===== config.mk =====
export PLATFORM = sky130hd
export DESIGN_NAME = regfile_wb_arbiter_flat
export DESIGN_NICKNAME = d
export VERILOG_FILES = /design/src/rtl/regfile_wb_arbiter_if.sv /design/src/rtl/regfile_wb_arbiter.sv /design/src/flat_wrapper.sv
export SDC_FILE = /design/constraint.sdc
export NUM_CORES = 1
export LEC_CHECK = 0
export BUFFER_PORTS_ARGS = -buffer_cell sky130_fd_sc_hd__buf_4
export CAP_MARGIN = 20
export CORE_UTILIZATION = 42
export CTS_CLUSTER_DIAMETER = 50
export DETAILED_ROUTE_END_ITERATION = 6
export PLACE_DENSITY = 0.73
export SLEW_MARGIN = 20
export SYNTH_ARGS = -nofsm -noshare
export SYNTH_HDL_FRONTEND = slang
export SYNTH_SLANG_ARGS = --single-unit
export TNS_END_PERCENT = 5

===== constraint.sdc =====
create_clock -name clk -period 4.66 [get_ports clk]
set_clock_uncertainty 0.1 [all_clocks]
set_input_delay 1.398 -clock clk [delete_from_list [all_inputs] [get_ports clk]]
set_output_delay 1.398 -clock clk [all_outputs]
set_load 0.02 [all_outputs]

===== src/rtl/regfile_wb_arbiter_if.sv =====
// Writeback bus between the two writeback sources, the issue logic and the register-file write port.
// The requester side (ALU, load unit, issue logic) uses the master modport; the arbiter uses slave.
interface regfile_wb_arbiter_if #(
  parameter int DATA_W = 64,
  parameter int ADDR_W = 5,
  parameter int CNT_W  = 16
);
  // Handshake: a transfer happens when valid && ready at a posedge. A requester holds
  // valid/addr/data stable until its transfer. ready is combinational from valid and the pointer.
  logic                   a_valid;
  logic [ADDR_W-1:0]      a_addr;
  logic [DATA_W-1:0]      a_data;
  logic                   a_ready;
  logic                   b_valid;
  logic [ADDR_W-1:0]      b_addr;
  logic [DATA_W-1:0]      b_data;
  logic                   b_ready;
  logic                   rsv_valid;
  logic [ADDR_W-1:0]      rsv_addr;
  logic [(1<<ADDR_W)-1:0] busy;
  logic                   rf_we;
  logic [ADDR_W-1:0]      rf_waddr;
  logic [DATA_W-1:0]      rf_wdata;
  logic [CNT_W-1:0]       conflict_cnt;

  modport master (
    output a_valid, a_addr, a_data, b_valid, b_addr, b_data, rsv_valid, rsv_addr,
    input  a_ready, b_ready, busy, rf_we, rf_waddr, rf_wdata, conflict_cnt
  );

  modport slave (
    input  a_valid, a_addr, a_data, b_valid, b_addr, b_data, rsv_valid, rsv_addr,
    output a_ready, b_ready, busy, rf_we, rf_waddr, rf_wdata, conflict_cnt
  );
endinterface


===== src/rtl/regfile_wb_arbiter.sv =====
// Round-robin arbiter for the register file's single write port (ALU vs load unit),
// with a registered one-cycle write pulse and a pending-write scoreboard.
module regfile_wb_arbiter #(
  parameter int DATA_W = 64,
  parameter int ADDR_W = 5,
  parameter int CNT_W  = 16
) (
  input  logic                  clk,
  input  logic                  rst,
  regfile_wb_arbiter_if.slave   bus,
  output logic                  ptr_o
);
  localparam int NREG = 1 << ADDR_W;

  // ptr_q: 0 = A has priority on contention, 1 = B has priority.
  logic              ptr_q, ptr_d;
  logic              rf_we_q, rf_we_d;
  logic [ADDR_W-1:0] rf_waddr_q, rf_waddr_d;
  logic [DATA_W-1:0] rf_wdata_q, rf_wdata_d;
  logic [NREG-1:0]   busy_q, busy_d;
  logic [CNT_W-1:0]  cnt_q, cnt_d;

  logic              grant_a, grant_b, xfer;
  logic [ADDR_W-1:0] win_addr;
  logic [DATA_W-1:0] win_data;

  always_comb begin
    grant_a    = bus.a_valid && (!bus.b_valid || !ptr_q);
    grant_b    = bus.b_valid && (!bus.a_valid ||  ptr_q);
    xfer       = grant_a || grant_b;
    win_addr   = grant_a ? bus.a_addr : bus.b_addr;
    win_data   = grant_a ? bus.a_data : bus.b_data;

    // The granted requester drops to lowest priority.
    ptr_d = ptr_q;
    if (grant_a)      ptr_d = 1'b1;
    else if (grant_b) ptr_d = 1'b0;

    // x0 is hardwired: the transfer is accepted but never reaches the register file.
    rf_we_d    = xfer && (win_addr != '0);
    rf_waddr_d = rf_waddr_q;
    rf_wdata_d = rf_wdata_q;
    if (rf_we_d) begin
      rf_waddr_d = win_addr;
      rf_wdata_d = win_data;
    end

    // Clear first so a same-edge reservation of the same register wins.
    busy_d = busy_q;
    if (xfer)          busy_d[win_addr]     = 1'b0;
    if (bus.rsv_valid) busy_d[bus.rsv_addr] = 1'b1;
    busy_d[0] = 1'b0;

    cnt_d = cnt_q;
    if (bus.a_valid && bus.b_valid && (cnt_q != '1))
      cnt_d = cnt_q + {{(CNT_W-1){1'b0}}, 1'b1};
  end

  always_ff @(posedge clk or posedge rst) begin
    if (rst) begin
      ptr_q      <= 1'b0;
      rf_we_q    <= 1'b0;
      rf_waddr_q <= '0;
      rf_wdata_q <= '0;
      busy_q     <= '0;
      cnt_q      <= '0;
    end else begin
      ptr_q      <= ptr_d;
      rf_we_q    <= rf_we_d;
      rf_waddr_q <= rf_waddr_d;
      rf_wdata_q <= rf_wdata_d;
      busy_q     <= busy_d;
      cnt_q      <= cnt_d;
    end
  end

  assign bus.a_ready      = grant_a;
  assign bus.b_ready      = grant_b;
  assign bus.busy         = busy_q;
  assign bus.rf_we        = rf_we_q;
  assign bus.rf_waddr     = rf_waddr_q;
  assign bus.rf_wdata     = rf_wdata_q;
  assign bus.conflict_cnt = cnt_q;
  assign ptr_o            = ptr_q;
endmodule


===== src/flat_wrapper.sv =====
// flat-port wrapper written by rule: the top's interface ports become plain ports
module regfile_wb_arbiter_flat 
#(
  parameter int DATA_W = 64,
  parameter int ADDR_W = 5,
  parameter int CNT_W  = 16
)
  (clk, rst, ptr_o, bus_a_valid, bus_a_addr, bus_a_data, bus_b_valid, bus_b_addr, bus_b_data, bus_rsv_valid, bus_rsv_addr, bus_a_ready, bus_b_ready, bus_busy, bus_rf_we, bus_rf_waddr, bus_rf_wdata, bus_conflict_cnt);
  regfile_wb_arbiter_if #(.DATA_W(DATA_W), .ADDR_W(ADDR_W), .CNT_W(CNT_W)) bus_i ();
  input  logic clk;
  input  logic rst;
  output logic ptr_o;
  input wire logic [$bits(bus_i.a_valid)-1:0] bus_a_valid;
  input wire logic [$bits(bus_i.a_addr)-1:0] bus_a_addr;
  input wire logic [$bits(bus_i.a_data)-1:0] bus_a_data;
  input wire logic [$bits(bus_i.b_valid)-1:0] bus_b_valid;
  input wire logic [$bits(bus_i.b_addr)-1:0] bus_b_addr;
  input wire logic [$bits(bus_i.b_data)-1:0] bus_b_data;
  input wire logic [$bits(bus_i.rsv_valid)-1:0] bus_rsv_valid;
  input wire logic [$bits(bus_i.rsv_addr)-1:0] bus_rsv_addr;
  output wire logic [$bits(bus_i.a_ready)-1:0] bus_a_ready;
  output wire logic [$bits(bus_i.b_ready)-1:0] bus_b_ready;
  output wire logic [$bits(bus_i.busy)-1:0] bus_busy;
  output wire logic [$bits(bus_i.rf_we)-1:0] bus_rf_we;
  output wire logic [$bits(bus_i.rf_waddr)-1:0] bus_rf_waddr;
  output wire logic [$bits(bus_i.rf_wdata)-1:0] bus_rf_wdata;
  output wire logic [$bits(bus_i.conflict_cnt)-1:0] bus_conflict_cnt;
  assign bus_i.a_valid = bus_a_valid;
  assign bus_i.a_addr = bus_a_addr;
  assign bus_i.a_data = bus_a_data;
  assign bus_i.b_valid = bus_b_valid;
  assign bus_i.b_addr = bus_b_addr;
  assign bus_i.b_data = bus_b_data;
  assign bus_i.rsv_valid = bus_rsv_valid;
  assign bus_i.rsv_addr = bus_rsv_addr;
  assign bus_a_ready = bus_i.a_ready;
  assign bus_b_ready = bus_i.b_ready;
  assign bus_busy = bus_i.busy;
  assign bus_rf_we = bus_i.rf_we;
  assign bus_rf_waddr = bus_i.rf_waddr;
  assign bus_rf_wdata = bus_i.rf_wdata;
  assign bus_conflict_cnt = bus_i.conflict_cnt;
  regfile_wb_arbiter #(.DATA_W(DATA_W), .ADDR_W(ADDR_W), .CNT_W(CNT_W)) u_core (.clk(clk), .rst(rst), .bus(bus_i), .ptr_o(ptr_o));
endmodule

# After elaboration in Yosys (flattened, before gate mapping)
# Cells that the tools add are included.
# word_totals
register_bits,118
elab_cells,40
out_inout_bits,121
in_bits,148
# classes
n_mux,10
reduce_logical,15
addsub,1
magnitude_cmp,4
n_eq_ne,1
bitwise_logic,3
# ops
cell,n
32-bit 2-to-1 mux,2
64-bit 2-to-1 mux,1
32-bit bitwise AND,1
32-bit NOT,1
32-bit OR,1
16-bit by 1-bit adder with 16-bit output (second input constant),1
16-bit inequality test (second input constant),1
5-bit by 6-bit < comparator with 1-bit output (second input constant),2
1-bit demux with 5-bit select,2
5-bit by 1-bit greater-or-equal comparator with 1-bit output (second input constant),2
1-bit logical AND,7
5-bit 2-to-1 mux,1
5-bit nonzero test,1
1-bit 2-to-1 mux,4
1-bit zero test,3
1-bit logical OR,3
2-bit nonzero test,1

# Longest topological paths before layout
# Gate-level depths: netlist (run 1).
# depth
depth_word,13
ltp_mapped,6
mapped_depth_nobuf,5

# Least setup slack after synthesis (run 1)
# Ideal clock, no wire load.
# synth_path
path_type,input port to output port
from,input bus_b_valid
to,output bus_a_ready
t_required_ns,3.162
t_arrival_ns,2.292
n_path_buf,3
setup_slack_ns,0.870
stages,4
cell_sequence,buf_2 -> a21boi_2 -> buf_4 -> buf_2
# synth_via
elab_chain_cells,3
# synth_rtl
element,line,rtl
"start, declared",flat_wrapper.sv:16,input wire logic [$bits(bus_i.b_valid)-1:0] bus_b_valid;
1-bit zero test,regfile_wb_arbiter.sv:28,grant_a = bus.a_valid && (!bus.b_valid || !ptr_q);
1-bit logical OR,regfile_wb_arbiter.sv:28,
1-bit logical AND,regfile_wb_arbiter.sv:28,
"end, declared",flat_wrapper.sv:21,output wire logic [$bits(bus_i.a_ready)-1:0] bus_a_ready;
# No other way between the ends.

# Worst setup path in the final report (run 1)
# Ends and elaborated chain as after synthesis.

==> results.txt, run 1 <==
Status: finished, final reports clean
Site Rows: 42
Pre-antenna DRT Iters: 4
Slowest-stage cell, CP: a21boi_4
Num Clock Sinks: 118
Yosys warns: 0
Max cap viols: 0
CP startpoint kind: input pin
Peak VDD IR: 0.251 mV
Commonest non-fill, non-tap cell in the layout: buf_4
FF+latch count, synth: 118
Port buffer count: 267
Fmax: 0.282 GHz
Die span in y: 119 µm
FF-to-FF Start: u_core.ptr_o
Hold crit path type: reg -> reg
RR Endpoint: u_core.bus.busy[2]
Total track usage: 23.5%
Critical path buffer and inverter count: 2
CTS tree: built
Part of the cycle the worst path needs: 76.1%
Post-CTS sizing: 0
Sequential fraction of design power: 37.3%
Net Sw Power: 1.12 mW
Minimum clock period: 3550 ps
Hold Slack: 382 ps
CP Capture Type: output pin
Final instance count without filler cells: 909
H-Tree Depth: 4
CORE AREA: 13300 µm²
Gr ovfl total: 0
Die Wd: 119 µm
Antenna cells: 0
# placed instances: 878
Worst Hold Launch: u_core.bus.rf_wdata[24]
Setup crit start: bus_b_valid
Final hold violation count: 0
Clk root buf: clkbuf_16
Fin. max-slew vios: 0
Cell mode on critical path: buf_4
Slew Limit Headroom: 39.1%
Setup ws final: 1110 ps
Routed WL: 16300 µm
Internal: 2.53 mW
Hold_buf cts: 0
Worst-path cell chain: buf_4 -> a21boi_4 -> buf_4
Crit-path max cell delay: 300 ps
CP Class: in -> out
Final routed DRC violation total: 0
Via count: 4812
Worst-margin pin slew: 887 ps
Starting Density: 43.2%
Power density over cell area: 430 nW/µm²
Largest net degree at the start of global routing: 71
Hold EP: u_core.bus.rf_wdata[24]
CP Max Fanout: 7
Reg2reg path depth: 5
Number of global-route vias before repair: 4938
Latest clock arrival within the worst-skew pair: 410 ps
Most frequent cells in the layout: 275 x buf_4, 132 x mux2_2, 118 x dfrtp_1
Leakage Power: 3.93 nW
Sw Share: 30.7%
WHS Path Cells: 1
DRT iter0 DRCs: 168
Register area share after synthesis: 51.4%
Area of the multi-input gates: 2660 µm²
Pre-CTS setup slack: 1110 ps
Sum Neg Setup Slack: 0 ps
Critical path's top delay family: buffers and inverters
Syn Area/Cell: 12.9 µm²
DPL Wire Length: 12200 µm
CTS Buffer Depth: 2
Count of final setup violators: 0
Via density: 5.29
Layout cell share with drive strength beyond 1: 60.4%
Clock-pin slew on the worst setup and hold paths: 50 ps
FILL cells: 1089
Area Overhead vs Synth: 48.2%
Register Area: 2950 µm²
Setup Fix Bufs, Post-CTS: 0
Antenna violations before repair: 0
Synth unique cells: 39
Syn Std Cell Area: 5740 µm²
GP Congestion: 0.825
Final ANT Viol Nets: 0
Fin nets: 870
Setup slack on the worst flop-to-flop path: 2230 ps
Die area: 14100 µm²
Unrepaired setup endpoints after global routing: false
First-pass GRT wire length: 25600 µm
Syn Inst Count: 447
Comb pwr share: 29.8%
Routed WL per cell: 17.9 µm
Clock power share: 33.0%
Io pins: 269
Worst path arrival time: 2050 ps
Syn_nets: 596
Num CTS Buffers: 17
Pwr Total: 3.66 mW
CP Data Required Time: 3160 ps
==> routing by layer <==
layer	vias to the layer above	GRT usage, %	share of wire (%)
met5	-	0	0
met2	222	43.2	54
met1	2325	26.1	37
met3	33	4.41	6.4
met4	0	11.2	2.4
li1	2232	-	-
==> power groups by stage <==
stage          Combinational (mW)  Sequential (mW)  Clock, mW
2_1_floorplan               0.352             1.58          0
3_3_place_gp                 1.08             1.37          0
3_5_place_dp                 1.10             1.37          0
4_1_cts                      1.10             1.36       1.23
5_1_grt                      1.16             1.39       1.28
6_report                     1.09             1.36       1.21
==> layout make-up <==
class	count	share of cell area, %
repair buffers	276	24.5
inverters	8	0.382
well taps	176	2.59
clock buffers	29	6.47
multi-input cells	300	31.3
clock inverters	2	0.118
flip-flops and latches	118	34.7
==> through the flow <==
stage	area (µm²)	utilization [%]
2_1_floorplan	5740	-
3_3_place_gp	7950	59.8
3_5_place_dp	7950	59.8
4_1_cts	8510	64.0
5_1_grt	8510	64.0
6_report	8510	64.0
==> synthesized netlist by cell type, drive strengths merged <==
cell type / count / area share (%)
nand3: 9 / 0.78
a21oi: 2 / 0.24
mux2i: 8 / 1.4
clkbuf: 6 / 0.39
and3: 2 / 0.22
xnor2: 3 / 0.46
nand2b: 1 / 0.11
a211oi: 4 / 0.52
nor3: 3 / 0.26
o22ai: 2 / 0.22
a2111oi: 1 / 0.15
dfrtp: 118 / 51
or4: 1 / 0.13
mux2: 137 / 27
or3: 2 / 0.22
ha: 1 / 0.22
nor2b: 6 / 0.65
and3b: 1 / 0.15
or2: 1 / 0.11
nand3b: 5 / 0.65
conb: 1 / 0.065
and2: 1 / 0.11
or3b: 3 / 0.46
a32oi: 1 / 0.15
o41ai: 31 / 4.7
a21boi: 1 / 0.20
nor2: 8 / 0.52
nand4: 3 / 0.33
o21ai: 33 / 2.9
buf: 15 / 1.6
xor2: 11 / 1.7
nor4: 7 / 0.87
nand2: 11 / 0.72
inv: 8 / 0.52
==> flip-flops by register name (all words and copies together) (netlist names) <==
register and cells:
u_core.ptr_o 1, u_core.bus.rf_waddr 5, u_core.bus.conflict_cnt 16, u_core.bus.busy 31
u_core.bus.rf_wdata 64, u_core.bus.rf_we 1
==> kinds of logic (layout without fill, tap and decap cells) <==
family                     after synthesis  after routing  synth area share [%]
AOI/OAI and AO/OA                       75             75                  9.08
buffers and inverters                   29            315                  2.55
adders and majority gates                1              1                 0.218
muxes                                  145            145                  28.3
xor gates and xnor gates                14             14                  2.13
and+or+nand+nor                         64             64                  6.30
DFF                                    118            118                  51.4
other                                    1              1                0.0653
==> how the worst max path moves through the flow <==
stage                               end  slack [ps]  depth (start not counted)
CTS                         bus_a_ready        1110                          3
finish                      bus_a_ready        1110                          3
global placement            bus_a_ready        1120                          3
detailed placement          bus_a_ready        1110                          3
global route                bus_a_ready        1100                          3
floorplan           u_core.bus.busy[10]          30                          1
Power figures use the tool's default switching activity.
==> inputs of run 2 (changes only) <==
--- a/config.mk
+++ b/config.mk
@@ -5,12 +5,13 @@
 export SDC_FILE = /design/constraint.sdc
 export NUM_CORES = 1
 export LEC_CHECK = 0
+export ABC_AREA = 1
 export BUFFER_PORTS_ARGS = -buffer_cell sky130_fd_sc_hd__buf_4
 export CAP_MARGIN = 20
-export CORE_UTILIZATION = 42
+export CORE_UTILIZATION = 43
 export CTS_CLUSTER_DIAMETER = 50
 export DETAILED_ROUTE_END_ITERATION = 6
-export PLACE_DENSITY = 0.73
+export PLACE_DENSITY = 0.74
 export SLEW_MARGIN = 20
 export SYNTH_ARGS = -nofsm -noshare
 export SYNTH_HDL_FRONTEND = slang
==> constraint.sdc (replaced) <==
create_clock -name clk -period 3.17 [get_ports clk]
set_clock_uncertainty 0.1 [all_clocks]
set_input_delay 0.951 -clock clk [delete_from_list [all_inputs] [get_ports clk]]
set_output_delay 0.951 -clock clk [all_outputs]
set_load 0.02 [all_outputs]
==> results.txt, run 2 <==
Status: finished, final reports clean
Total track usage: 26.2%
CP startpoint kind: input pin
Hold_buf cts: 0
Met1 usage: 32.5%
Synth unique cells: 24
Area leader, netlist: dfrtp_1
Clock-pin slew on the worst setup and hold paths: 50 ps
Pre-antenna DRT Iters: 4
Largest net degree at the start of global routing: 119
CORE AREA: 13800 µm²
Count leader, synth: nand2_1
Fmax: 0.378 GHz
DPL Wire Length: 13500 µm
CTS tree: built
GP Congestion: 0.858
Antenna cells: 0
DRT iter0 DRCs: 536
Number of global-route vias before repair: 5635
Sum Neg Setup Slack: 0 ps
Setup Fix Bufs, Post-CTS: 0
Final routed DRC violation total: 0
Peak VDD IR: 0.349 mV
H-Tree Depth: 4
Die Wd: 121 µm
Routed WL: 19200 µm
Leakage Power: 5.07 nW
Synth cell count leaders: 540 x nand2_1, 118 x dfrtp_1, 77 x nand3_1, 33 x inv_1, 29 x nor2_1
Latest clock arrival within the worst-skew pair: 420 ps
Die span in y: 121 µm
Count of final setup violators: 0
Most congested layer reported by global routing: met2
Setup crit start: bus_b_valid
First-pass GRT wire length: 29200 µm
Worst path arrival time: 1600 ps
CTS Buffer Depth: 2
Layout cell share with drive strength beyond 1: 28.0%
Async SR Flop Fraction: 100%
Syn Std Cell Area: 6080 µm²
Max cap viols: 0
Largest register FFs: 64
Syn Area/Cell: 6.95 µm²
Yosys warns: 0
Post-DP Area: 8240 µm²
Post-CTS sizing: 0
Part of the cycle the worst path needs: 83.5%
Setup slack on the worst flop-to-flop path: 1170 ps
RR Endpoint: u_core.bus.conflict_cnt[2]
Pwr Total: 5.65 mW
Syn_nets: 1024
Final ANT Viol Nets: 0
CP Data Required Time: 2120 ps
Most frequent cells in the layout: 539 x nand2_1, 278 x buf_4, 118 x dfrtp_1
Clk root buf: clkbuf_16
Syn Inst Count: 875
Register area share after synthesis: 48.6%
Io pins: 269
Hold crit path type: reg -> reg
Synth top area share: 48.6%
FF+latch count, synth: 118
Slew Limit Headroom: 54.6%
Fin nets: 1284
Unrepaired setup endpoints after global routing: false
Via count: 6457
Routing usage on met3: 7.38%
Num CTS Buffers: 17
Site Rows: 43
CP Class: in -> out
Num Clock Sinks: 118
Top FF cell, synth: dfrtp_1
Routed WL per cell: 14.4 µm
FILL cells: 1275
Post-synth EDFFs: 0
Via density: 4.86
Top cells by area, synth: dfrtp_1 49%, nand2_1 33%, nand3_1 6.3%, inv_1 2.0%, nor2_1 1.8%
Gr ovfl total: 0
CP Capture Type: output pin
FF-to-FF Start: u_core.bus.conflict_cnt[0]
M2 GR Usage: 43.8%
Fin. max-slew vios: 0
Antenna violations before repair: 0
Cell area after layout: 8880 µm²
Minimum clock period: 2650 ps
Port buffer count: 267
Die area: 14600 µm²
Setup crit end: bus_a_ready
Commonest non-fill, non-tap cell in the layout: nand2_1
Area of the multi-input gates: 2810 µm²
Starting Density: 44.0%
CP Max Fanout: 11
Final hold violation count: 0
Reg2reg path depth: 10
Register Area: 2950 µm²
Area Overhead vs Synth: 46.1%
Worst-margin pin slew: 678 ps
Power density over cell area: 636 nW/µm²
==> run 2: cell types whose count changed after synthesis, sizes merged, moves of 8 or more <==
cell   delta
o21ai    -27
mux2i     -8
mux2    -137
nand2   +532
buf      +15
inv      +26
nor2     +22
o41ai    -31
nand3    +68
==> run 2: layout make-up <==
type                    count  share of cell area (%)
clock buffers              23                    5.60
flip-flops and latches    118                    33.2
multi-input cells         684                    31.6
repair buffers            280                    23.9
clock inverters             9                    1.63
well taps                 180                    2.53
inverters                  34                    1.48
==> run 2: worst min path at each step <==
stage                                        from                       to  slack [ps]  cells past startpoint
final                     u_core.bus.rf_wdata[42]  u_core.bus.rf_wdata[42]         370                      2
after global routing      u_core.bus.rf_wdata[56]  u_core.bus.rf_wdata[56]         380                      2
after CTS                 u_core.bus.rf_wdata[25]  u_core.bus.rf_wdata[25]         370                      2
after detailed placement   u_core.bus.rf_wdata[3]   u_core.bus.rf_wdata[3]         360                      2
after global placement    u_core.bus.rf_wdata[36]  u_core.bus.rf_wdata[36]         360                      2
after floorplan               u_core.bus.busy[10]      u_core.bus.busy[10]         480                      2
==> run 2: cell families after synthesis <==
family,count (synthesis),share of synthesized area [%]
AO/OA/AOI/OAI,7,0.679
adder cells (fa/ha/maj),1,0.206
AND/OR/NAND/NOR,663,43.2
XOR/XNOR,12,1.73
buffers and inverters,73,5.54
flip-flops,118,48.6
other,1,0.0617
==> run 2: stage by stage <==
stage                     hold WS, ps  utilization (%)  cells  setup WS [ps]
after floorplan                   475                -    875            454
after global placement            355             59.6   1296            540
after detailed placement          359             59.6   1296            514
after CTS                         372             64.3   1328            513
after global routing              384             64.3   1328            455
final                             368             64.3   1328            523
==> run 2: report_power, final <==
part	total (mW)	switching (mW)	internal, mW	leakage [nW]
clock	2.08	0.672	1.41	0.323
sequential	1.97	0.191	1.78	1.46
combinational	1.59	0.919	0.672	3.29
==> run 2: critical path, stage by stage <==
cell and delay, ps:
buf_4 120, nand2_2 140, nand2_4 120, inv_2 100
buf_4 150
==> run 2: per-layer routing <==
metal | up-vias | part of all wire, %
met4 | 0 | 1.8
met2 | 233 | 50
met1 | 2997 | 41
li1 | 3203 | -
met3 | 24 | 7.1
met5 | - | 0
==> inputs of run 3 (changes only) <==
--- a/config.mk
+++ b/config.mk
@@ -8,10 +8,10 @@
 export ABC_AREA = 1
 export BUFFER_PORTS_ARGS = -buffer_cell sky130_fd_sc_hd__buf_4
 export CAP_MARGIN = 20
-export CORE_UTILIZATION = 43
+export CORE_UTILIZATION = 47
 export CTS_CLUSTER_DIAMETER = 50
 export DETAILED_ROUTE_END_ITERATION = 6
-export PLACE_DENSITY = 0.74
+export PLACE_DENSITY = 0.77
 export SLEW_MARGIN = 20
 export SYNTH_ARGS = -nofsm -noshare
 export SYNTH_HDL_FRONTEND = slang
==> constraint.sdc (replaced) <==
create_clock -name clk -period 2.6 [get_ports clk]
set_clock_uncertainty 0.1 [all_clocks]
set_input_delay 0.78 -clock clk [delete_from_list [all_inputs] [get_ports clk]]
set_output_delay 0.78 -clock clk [all_outputs]
set_load 0.02 [all_outputs]
==> results.txt, run 3 (same netlist as run 2, synthesis figures left out) <==
Status: finished, final reports clean
Slew Limit Headroom: 56.9%
Post-CTS sizing: 0
Number of global-route vias before repair: 5700
Leakage Power: 5.04 nW
CP Data Required Time: 1720 ps
Most frequent cells in the layout: 539 x nand2_1, 281 x buf_4, 118 x dfrtp_1
Reg2reg path depth: 10
Part of the cycle the worst path needs: 92.9%
Via density: 4.92
Worst path arrival time: 1540 ps
Area Overhead vs Synth: 45.2%
Die area: 13400 µm²
Largest register FFs: 64
RR Endpoint: u_core.bus.rf_wdata[11]
Hold_buf cts: 0
Unrepaired setup endpoints after global routing: false
Commonest non-fill, non-tap cell in the layout: nand2_1
Setup ws final: 185 ps
CP startpoint kind: input pin
Hold EP: u_core.bus.rf_wdata[10]
Io pins: 269
Pwr Total: 6.63 mW
Count of final setup violators: 0
Largest net degree at the start of global routing: 119
Final core utilization: 69.9%
Fmax: 0.414 GHz
CP Class: in -> out
Max cap viols: 0
Slowest-stage cell, CP: nand2_4
Final hold violation count: 0
Site Rows: 41
FF-to-FF Start: u_core.ptr_o
Num CTS Buffers: 17
Sum Neg Setup Slack: 0 ps
Clock-pin slew on the worst setup and hold paths: 50 ps
GP Congestion: 0.859
Power density over cell area: 752 nW/µm²
Pre-CTS setup slack: 97.4 ps
Worst Hold Launch: u_core.bus.rf_wdata[10]
Die Wd: 116 µm
Port buffer count: 267
Pre-antenna DRT Iters: 5
Setup slack on the worst flop-to-flop path: 570 ps
Total track usage: 27.9%
DRT iter0 DRCs: 483
Via count: 6510
CP Max Fanout: 19
Worst-margin pin slew: 646 ps
Layout cell share with drive strength beyond 1: 27.6%
WHS Path Cells: 2
Antenna cells: 0
Minimum clock period: 2420 ps
CTS Buffer Depth: 2
DPL Wire Length: 13400 µm
Cell mode on critical path: buf_4
CP Capture Type: output pin
Clk root buf: clkbuf_16
Routed WL per cell: 14.3 µm
Antenna violations before repair: 0
CTS tree: built
Fin nets: 1287
Hold crit path type: reg -> reg
Final ANT Viol Nets: 0
Peak VDD IR: 0.535 mV
Register Area: 2950 µm²
Setup Fix Bufs, Post-CTS: 0
Starting Density: 48.2%
Num Clock Sinks: 118
Final routed DRC violation total: 0
Routed WL: 18900 µm
First-pass GRT wire length: 28400 µm
Crit-path max cell delay: 170 ps
H-Tree Depth: 4
FILL cells: 1091
Die span in y: 116 µm
Worst-path cell chain: buf_4 -> nand2_2 -> nand2_4 -> inv_2 -> buf_4
Gr ovfl total: 0
Latest clock arrival within the worst-skew pair: 410 ps
Fin. max-slew vios: 0
Area of the multi-input gates: 2810 µm²
CORE AREA: 12600 µm²
run 3: cell types whose count changed in the layout (fill, tap and decap cells not counted):
cell | previous run | this run
buf_4 | 278 | 281
bufinv_16 | 4 | 2
clkbuf_1 | 1 | 7
clkbuf_8 | 5 | 4
clkinv_2 | 5 | 1
run 3: per-stage QoR:
step,cell area [µm²],hold WS [ps],cells
6_report,8830,367,1322
2_1_floorplan,6080,475,875
5_1_grt,8830,379,1322
3_5_place_dp,8250,359,1291
3_3_place_gp,8250,355,1291
4_1_cts,8830,372,1322
run 3: area by class of cell:
cell class	count	area share, %
inverter	34	1.49
timing repair buffer	283	24.4
clock buffer	28	5.74
tap	172	2.44
sequential	118	33.5
clock inverter	3	0.737
multi-input combinational	684	31.8
run 3: worst max-delay path: cells and delay by family:
| kind | cells | cell delay, ps |
|---|---|---|
| buffers and inverters | 3 | 430 |
| AND/OR/NAND/NOR | 2 | 320 |
run 3: power breakdown:
part	internal, mW	switching [mW]
sequential	2.17	0.241
combinational	0.823	1.13
clock	1.51	0.764
run 3: worst max path at each step:
stage / slack (ps) / endpoint / depth (start not counted) / start
after detailed placement: 100 / u_core.bus.rf_wdata[29] / 11 / bus_b_valid
after CTS: 180 / bus_a_ready / 5 / bus_b_valid
final: 180 / bus_a_ready / 5 / bus_b_valid
after global routing: 110 / bus_a_ready / 5 / bus_b_valid
after global placement: 150 / u_core.bus.rf_wdata[15] / 11 / bus_b_valid
after floorplan: 230 / bus_a_ready / 4 / bus_a_valid
run 3: layer usage:
metal	up-vias	part of all wire, %	GRT usage, %
li1	3215	-	-
met4	0	2.1	10.1
met2	235	50	46.8
met3	26	6.9	7.32
met5	-	0	0
met1	3034	42	34.9
